[src/rtl/mips_pkg.sv]
`default_nettype none
// +----------------------------------------------------------------------------+
// | Package     : mips_pkg                                                     |
// | Description : Shared types and constants for the memory port arbiter:     |
// |               FSM state encoding, grant owner encoding, word width and    |
// |               the default fetch-starvation limit.                         |
// | Revision    : 1.0 - initial release                                       |
// +----------------------------------------------------------------------------+
package mips_pkg;

  localparam int WORD_W         = 32;
  localparam int STARVE_MAX_DEF = 3;

  typedef enum logic [1:0] {
    IDLE   = 2'd0,
    ACCESS = 2'd1,
    DONE   = 2'd2
  } arb_state_e;

  typedef enum logic {
    OWN_IF = 1'b0,
    OWN_D  = 1'b1
  } owner_e;

endpackage : mips_pkg
`default_nettype wire

[src/rtl/arb_starve_cnt.sv]
`default_nettype none
// +----------------------------------------------------------------------------+
// | Module      : arb_starve_cnt                                               |
// | Description : Saturating count of data grants given while a fetch request |
// |               is waiting. Clear has priority over increment.              |
// | Ports       : CLK     - clock                                             |
// |               Reset_L - asynchronous active-low reset                     |
// |               inc_i   - one data grant issued while fetch waits           |
// |               clr_i   - fetch granted or no fetch pending                 |
// |               sat_o   - count has reached STARVE_MAX                      |
// | Revision    : 1.0 - initial release                                       |
// +----------------------------------------------------------------------------+
module arb_starve_cnt
  import mips_pkg::*;
#(
  parameter int STARVE_MAX = STARVE_MAX_DEF
) (
  input  logic CLK,
  input  logic Reset_L,
  input  logic inc_i,
  input  logic clr_i,
  output logic sat_o
);

  // At least one bit so a limit of 0 still elaborates (fetch then always wins).
  localparam int            CW    = (STARVE_MAX < 1) ? 1 : $clog2(STARVE_MAX + 1);
  localparam logic [CW-1:0] C_MAX = CW'(STARVE_MAX);

  logic [CW-1:0] cnt_q, cnt_d;

  always_comb begin
    cnt_d = cnt_q;
    if (clr_i) begin
      cnt_d = '0;
    end else if (inc_i && (cnt_q != C_MAX)) begin
      cnt_d = cnt_q + 1'b1;
    end
  end

  always_ff @(posedge CLK or negedge Reset_L) begin
    if (!Reset_L) begin
      cnt_q <= '0;
    end else begin
      cnt_q <= cnt_d;
    end
  end

  assign sat_o = (cnt_q == C_MAX);

endmodule : arb_starve_cnt
`default_nettype wire

[src/rtl/mem_port_arbiter.sv]
`default_nettype none
// +----------------------------------------------------------------------------+
// | Module      : mem_port_arbiter                                             |
// | Description : Shares one single-port memory between an instruction fetch |
// |               requester and a data (load/store) requester. Data has      |
// |               priority unless fetch has been passed over STARVE_MAX      |
// |               consecutive times. One access in flight at a time:         |
// |               IDLE (arbitrate) -> ACCESS (wait m_ready) -> DONE (pulse). |
// | Ports       : CLK, Reset_L             - clock, async active-low reset   |
// |               if_req/if_addr           - fetch request and word address  |
// |               if_rdata/if_done         - fetched word, completion pulse  |
// |               d_req/d_we/d_addr/d_wdata - data request                   |
// |               d_rdata/d_done           - load data, completion pulse     |
// |               m_req/m_we/m_addr/m_wdata - registered memory request      |
// |               m_rdata/m_ready          - memory read data, completion    |
// | Revision    : 1.0 - initial release                                       |
// +----------------------------------------------------------------------------+
module mem_port_arbiter
  import mips_pkg::*;
#(
  parameter int STARVE_MAX = STARVE_MAX_DEF,
  parameter int AW         = WORD_W
) (
  input  logic          CLK,
  input  logic          Reset_L,
  input  logic          if_req,
  input  logic [AW-1:0] if_addr,
  output logic [AW-1:0] if_rdata,
  output logic          if_done,
  input  logic          d_req,
  input  logic          d_we,
  input  logic [AW-1:0] d_addr,
  input  logic [AW-1:0] d_wdata,
  output logic [AW-1:0] d_rdata,
  output logic          d_done,
  output logic          m_req,
  output logic          m_we,
  output logic [AW-1:0] m_addr,
  output logic [AW-1:0] m_wdata,
  input  logic [AW-1:0] m_rdata,
  input  logic          m_ready
);

  arb_state_e    state_q, state_d;
  owner_e        owner_q, owner_d;
  logic          m_req_q, m_req_d;
  logic          m_we_q, m_we_d;
  logic [AW-1:0] m_addr_q, m_addr_d;
  logic [AW-1:0] m_wdata_q, m_wdata_d;
  logic [AW-1:0] if_rdata_q, if_rdata_d;
  logic [AW-1:0] d_rdata_q, d_rdata_d;
  logic          if_done_q, if_done_d;
  logic          d_done_q, d_done_d;

  logic          starve_sat;
  logic          starve_inc;
  logic          starve_clr;
  logic          fetch_win;

  arb_starve_cnt #(
    .STARVE_MAX (STARVE_MAX)
  ) u_starve (
    .CLK     (CLK),
    .Reset_L (Reset_L),
    .inc_i   (starve_inc),
    .clr_i   (starve_clr),
    .sat_o   (starve_sat)
  );

  // Fetch only wins a contested grant once it has been passed over enough.
  assign fetch_win = if_req && (!d_req || starve_sat);

  always_comb begin
    state_d    = state_q;
    owner_d    = owner_q;
    m_req_d    = m_req_q;
    m_we_d     = m_we_q;
    m_addr_d   = m_addr_q;
    m_wdata_d  = m_wdata_q;
    if_rdata_d = if_rdata_q;
    d_rdata_d  = d_rdata_q;
    if_done_d  = 1'b0;
    d_done_d   = 1'b0;
    starve_inc = 1'b0;
    starve_clr = 1'b0;

    case (state_q)
      IDLE: begin
        starve_clr = !if_req;
        if (if_req || d_req) begin
          state_d = ACCESS;
          m_req_d = 1'b1;
          if (fetch_win) begin
            owner_d    = OWN_IF;
            m_we_d     = 1'b0;
            m_addr_d   = if_addr;
            m_wdata_d  = '0;
            starve_clr = 1'b1;
          end else begin
            owner_d    = OWN_D;
            m_we_d     = d_we;
            m_addr_d   = d_addr;
            m_wdata_d  = d_wdata;
            starve_inc = if_req;
          end
        end
      end

      ACCESS: begin
        if (m_ready) begin
          if (owner_q == OWN_IF) begin
            if_rdata_d = m_rdata;
            if_done_d  = 1'b1;
          end else begin
            // Stores leave the load-data register untouched.
            if (!m_we_q) begin
              d_rdata_d = m_rdata;
            end
            d_done_d = 1'b1;
          end
          m_req_d = 1'b0;
          m_we_d  = 1'b0;
          state_d = DONE;
        end
      end

      DONE: begin
        state_d = IDLE;
      end

      default: begin
        state_d = IDLE;
      end
    endcase
  end

  always_ff @(posedge CLK or negedge Reset_L) begin
    if (!Reset_L) begin
      state_q    <= IDLE;
      owner_q    <= OWN_IF;
      m_req_q    <= 1'b0;
      m_we_q     <= 1'b0;
      m_addr_q   <= '0;
      m_wdata_q  <= '0;
      if_rdata_q <= '0;
      d_rdata_q  <= '0;
      if_done_q  <= 1'b0;
      d_done_q   <= 1'b0;
    end else begin
      state_q    <= state_d;
      owner_q    <= owner_d;
      m_req_q    <= m_req_d;
      m_we_q     <= m_we_d;
      m_addr_q   <= m_addr_d;
      m_wdata_q  <= m_wdata_d;
      if_rdata_q <= if_rdata_d;
      d_rdata_q  <= d_rdata_d;
      if_done_q  <= if_done_d;
      d_done_q   <= d_done_d;
    end
  end

  assign m_req    = m_req_q;
  assign m_we     = m_we_q;
  assign m_addr   = m_addr_q;
  assign m_wdata  = m_wdata_q;
  assign if_rdata = if_rdata_q;
  assign d_rdata  = d_rdata_q;
  assign if_done  = if_done_q;
  assign d_done   = d_done_q;

endmodule : mem_port_arbiter
`default_nettype wire
[config.mk]
export PLATFORM = sky130hd
export DESIGN_NAME = mem_port_arbiter
export DESIGN_NICKNAME = d
export VERILOG_FILES = /design/src/rtl/mips_pkg.sv /design/src/rtl/arb_starve_cnt.sv /design/src/rtl/mem_port_arbiter.sv
export SDC_FILE = /design/constraint.sdc
export NUM_CORES = 1
export LEC_CHECK = 0
export ABC_CLOCK_PERIOD_IN_PS = 4400
export CAP_MARGIN = 20
export CORE_UTILIZATION = 45
export DETAILED_ROUTE_END_ITERATION = 10
export PLACE_DENSITY = 0.86
export SYNTH_ARGS = -nofsm -noshare
export SYNTH_HDL_FRONTEND = slang
export SYNTH_SLANG_ARGS = --single-unit
[constraint.sdc]
create_clock -name CLK -period 4.4 [get_ports CLK]
set_input_delay 1.32 -clock CLK [delete_from_list [all_inputs] [get_ports CLK]]
set_output_delay 1.32 -clock CLK [all_outputs]
set_load 0.01 [all_outputs]
* Word-level counts from Yosys, hierarchy flattened
Cells that the tools add are included.
** Storage, ports and cells
- Word-level logic and storage cells :: 59
- Input port bits :: 134
- Output and inout port bits :: 132
- Flip-flop bits (word level) :: 137
** Cells by class
- $add $sub $neg :: 1
- Equal/unequal tests :: 5
- Bitwise logic cells :: 2
- Mux-type cells :: 26
- Reduce and logical (&&, ||, !) cells :: 14
** Operator list (count)
- two-way mux 32 bit :: 2
- two-way mux 1 bit :: 17
- two-way mux 2 bit :: 4
- != test 2 bit, second input constant :: 3
- AND reduction 3 bit :: 2
- one-hot mux 1 bit (2 select lines) :: 2
- one-hot mux 2 bit (2 select lines) :: 1
- AND reduction 2 bit :: 2
- AND reduction 4 bit :: 1
- nonzero test 2 bit :: 2
- adder 2 x 1 -> 2 bit, second input constant :: 1
- == test 2 x 1 -> 1 bit, second input constant :: 1
- == test 2 bit, second input constant :: 1
- logical AND 1 bit :: 2
- zero test 1 bit :: 2
- zero test 2 bit :: 1
- logical OR 1 bit :: 2
- inverter 1 bit :: 2

* Longest topological paths before layout
- Depth after elaboration :: 9
- Depth in mapped cells :: 7
- Gate-level depth less buffers :: 4

* By module
Synthesis repeated with hierarchy kept, for this count alone.
** Unflattened totals
- Cell total of the unflattened synthesis :: 430
- Area total of the unflattened synthesis :: 5606.6 sq um
** Modules (own cells, without submodules)
- mem_port_arbiter :: area an instance 5482.8 sq um, instances 1, cells each 420
- arb_starve_cnt :: area an instance 123.9 sq um, instances 1, cells each 10

* Worst setup path before layout
No wires, ideal clock.
- Path kind :: input port to flip-flop
- Start point :: input if_req
- End point :: register m_wdata_q[17], in the netlist m_wdata[17]
- Stages on the path :: 7
- Library setup time :: 0.121 ns
- Slack :: 1.978 ns
- Arrival :: 2.301 ns
- Cells stage by stage :: buf_6 or2_1 buf_6 o211a_1 buf_6 buf_6 a22o_1
** Between the ends
- Word-level cells in the longest chain between the ends :: 2
- Elaborated cells between the ends (all ways) :: 4
** Ends and longest elaborated chain
- start, declared :: RTL line mem_port_arbiter.sv:26 : input logic if_req,
- logical AND 1 bit / logical OR 1 bit (equally long branches) :: RTL line mem_port_arbiter.sv:71, mem_port_arbiter.sv:90
- two-way mux 32 bit / AND reduction 2 bit (equally long branches)
- end signal, assigned :: RTL line mem_port_arbiter.sv:155 : m_wdata_q <= m_wdata_d;
- end, declared :: RTL line mem_port_arbiter.sv:49 : logic [AW-1:0] m_wdata_q, m_wdata_d;
Parallel ways exist; a longest one is shown, timed or not.
A chain may end at the register's enable or synchronous reset.

* Worst setup path in the final report
- Start point :: input if_req
- End point :: register m_wdata_q[13], in the netlist m_wdata[13]
Same word-level chain as after synthesis.

==> run summary <==
## STA
• 0 — count of final max-slew check failures
• 0 — final hold violation count
• no — setup repair after global routing missed its margin
• 0 ps — setup TNS after final layout
• 69.54% — Period Utilization, post-route
• 40.61% — max-slew headroom at the worst pin
• 0 — Final setup violation count
• 3060 ps — final critical-path required period
• 7.660 ps — Layout Skew
• 1340 ps — Worst Setup Slack, final
• 890.8 ps — actual slew at the worst max-slew pin
• 0.3268 GHz — FMAX

## Die
• 40 — floorplan row count
• 266 — number of primary I/O pins
• 13190 sq um — area enclosed by the die boundary
• 114.8 um — horizontal extent of the die
• 114.8 um — y dimension of the die
• 12210 sq um — total core area
• 46.93% — starting density of the core

## Drt
• 0 — drt drc
• 19.04 um — wire length per cell
• 16450 um — final routed wirelength across all metal layers
• 4560 — vias after detailed routing
• 4 — first drt pass iteration count
• 0 — Final ANT Viol Nets
• 5.278 — Avg Vias per Cell
• 268 — Iter 0 DRT Violations

## Flow run
• 0 — max-cap check violation count

## Logic synthesis
• 137 — number of synthesized register bits
• 427 — cell count after synthesis
• dfrtp_1, mux2_2, a31oi_2 — cell types occupying the most area after synthesis
• 59.83% — part of the Yosys area used for sequential elements
• dfrtp_1 — cell taking the most area after synthesis
• 13.42 sq um — post-synthesis average cell area
• 30 — post-synth cell types
• 562 — number of nets produced by synthesis
• 59.83% — fraction of synthesized cell area taken by the top area cell type
• 5730 sq um — Syn Std Cell Area
• 0 — warnings from Yosys

## Setup path
• input port to flip-flop — Setup Crit Path Kind
• 4740 ps — CP required
• 34 — crit-path max FO
• input port — type of element launching the critical path
• flip-flop — Crit. End Element
• 3400 ps — CP arrival

## Clock tree
• 60 ps — clock input transition at the sequential cells of the worst setup and hold paths
• clkbuf_16 — clock tree root buffer cell
• 410 ps — Clk Latency, worst-skew pair
• 0 — number of hold buffers added after cts
• 0 — number of buffers inserted to repair setup after CTS
• 2 — Bufs on Longest Clock Path
• 4 — deepest level of the CTS H-tree
• 137 — clock sink total
• 17 — number of buffers added by the clock tree synthesis step
• 0 — post-CTS sizing
• built — TritonCTS clock tree

## Global routing
• 25.10% — overall fraction of global-route tracks in use
• 24990 um — wire length of the first global-routing pass
• 4730 — vias in the first global route
• 97 — pin count of the biggest net entering global routing
• 0 — overall overflow remaining after global route
• 0 — number of antenna violations at the first check in global routing

## Layout
• 864 — final cell count without fillers
• clkdlybuf4s50_1 — commonest non-fill, non-tap cell in the layout
• 824 — fill cell instance count of the final layout
• 0 — final antenna diode count
• 58.25% — area added between synthesis and finish
• clkdlybuf4s50_1, dfrtp_1, mux2_2 — most used cells in the layout excluding fill and tap cells
• 818 — Final Net Count
• 20.55% — fraction of layout instances using a drive strength above 1

## Pwr
• 0.0003308 V — peak ir drop on the vdd network
• 6.659 mW — Pwr Total
• 3.686 nW — Leakage Power
• 734.3 nW/um^2 — Power Density

## Placed design
• 832 — placed cells
• 11390 um — post-DP HPWL
• 265 — number of port buffers
• 0.8181 — last weighted congestion value of the routability-driven placer
• 942.3 ps — worst slack, placed

## Worst hold path
• flip-flop to flip-flop — path category of the worst min-delay check

## Status
• finished, final reports clean — outcome

==> Yosys cell counts <==
| cell | count |
|---|---|
| a21o_1 | 1 |
| a31oi_2 | 30 |
| a21oi_1 | 32 |
| clkbuf_1 | 19 |
| nand2b_1 | 2 |
| mux2_2 | 62 |
| dfrtp_1 | 137 |
| a32o_1 | 1 |
| nand3_1 | 33 |
| buf_6 | 10 |
| ha_1 | 1 |
| nor2_2 | 2 |
| o211a_1 | 1 |
| and2_1 | 1 |
| or2_1 | 1 |
| or2_2 | 1 |
| a31oi_1 | 2 |
| inv_1 | 3 |
| nand2_1 | 5 |
| buf_2 | 3 |
| nand3b_4 | 1 |
| a22o_1 | 32 |
| mux2_1 | 2 |
| or4_1 | 1 |
| nor2_1 | 1 |
| nor2b_1 | 1 |
| buf_4 | 6 |
| nand2_2 | 1 |
| nor3_4 | 1 |
| o21ai_0 | 34 |
==> logic make-up (layout without fill, tap and decap cells) <==
| kind of cell | after synthesis | after routing | synth area share, % |
|---|---|---|---|
| AND/OR/NAND/NOR | 51 | 51 | 5.022 |
| buffers and inverters | 41 | 310 | 4.454 |
| flip-flops | 137 | 137 | 59.83 |
| adder cells (fa/ha/maj) | 1 | 1 | 0.2183 |
| multiplexers | 64 | 64 | 12.58 |
| AO/OA/AOI/OAI | 133 | 133 | 17.90 |
==> report_power, final <==
group          internal [mW]  total, mW  leakage (nW)  switching (mW)
clock                  0.963       1.53         0.311           0.571
sequential              1.88       2.25          1.64           0.373
combinational           1.68       2.88          1.74            1.20
total                   4.51       6.66          3.69            2.14
==> state kept, by name (all words and copies together) (netlist names) <==
register / count
d_done: 1
d_rdata: 32
if_done: 1
if_rdata: 32
m_addr: 32
m_req: 1
m_wdata: 32
m_we: 1
owner_q: 1
state_q: 2
u_starve.cnt_q: 2
==> layer usage <==
metal | wire length, um | global-route usage (%) | vias to the layer above
met1 | 6500 | 28.73 | 2228
met2 | 8149 | 43.82 | 218
met5 | 0 | 0 | -
met4 | 365 | 7.879 | 0
li1 | - | - | 2086
met3 | 1433 | 9.120 | 28
==> final timing paths <==
check / from / to / slack [ps] / cells after the start
max: if_req / m_wdata[13] / 1340 / 5
min: m_req / m_req / 490 / 2
max reg2reg: state_q[0] / m_we / 2410 / 4
min reg2reg: m_req / m_req / 490 / 2
max in group asynchronous: Reset_L / m_addr[14] / 2580 / 2
min in group asynchronous: Reset_L / d_rdata[30] / 1000 / 1
==> final cells by class <==
class	instances	area, sq um	area share, %
Clock buffer	17	425.4	4.691
Clock inverter	15	214.0	2.359
Inverter	3	11.26	0.1242
Multi-Input combinational cell	249	2051	22.61
Sequential cell	137	3428	37.80
Tap cell	168	210.2	2.318
Timing Repair Buffer	275	2729	30.09
==> worst max-delay path, stage by stage <==
cell	delay [ps]
clkdlybuf4s50_1	570
inv_1	700
o211a_1	270
buf_4	330
a22o_1	200
==> stage by stage <==
| step | area [sq um] | hold WS [ps] | utilization (%) |
|---|---|---|---|
| finish | 9069 | 486.6 | 74.26 |
| global placement | 8429 | 460.9 | 69.03 |
| global route | 9069 | 515.4 | 74.26 |
| detailed placement | 8429 | 478.5 | 69.03 |
| CTS | 9069 | 493.1 | 74.26 |
| floorplan | 5731 | 452.0 | - |
(Power assumes the default switching activity.)
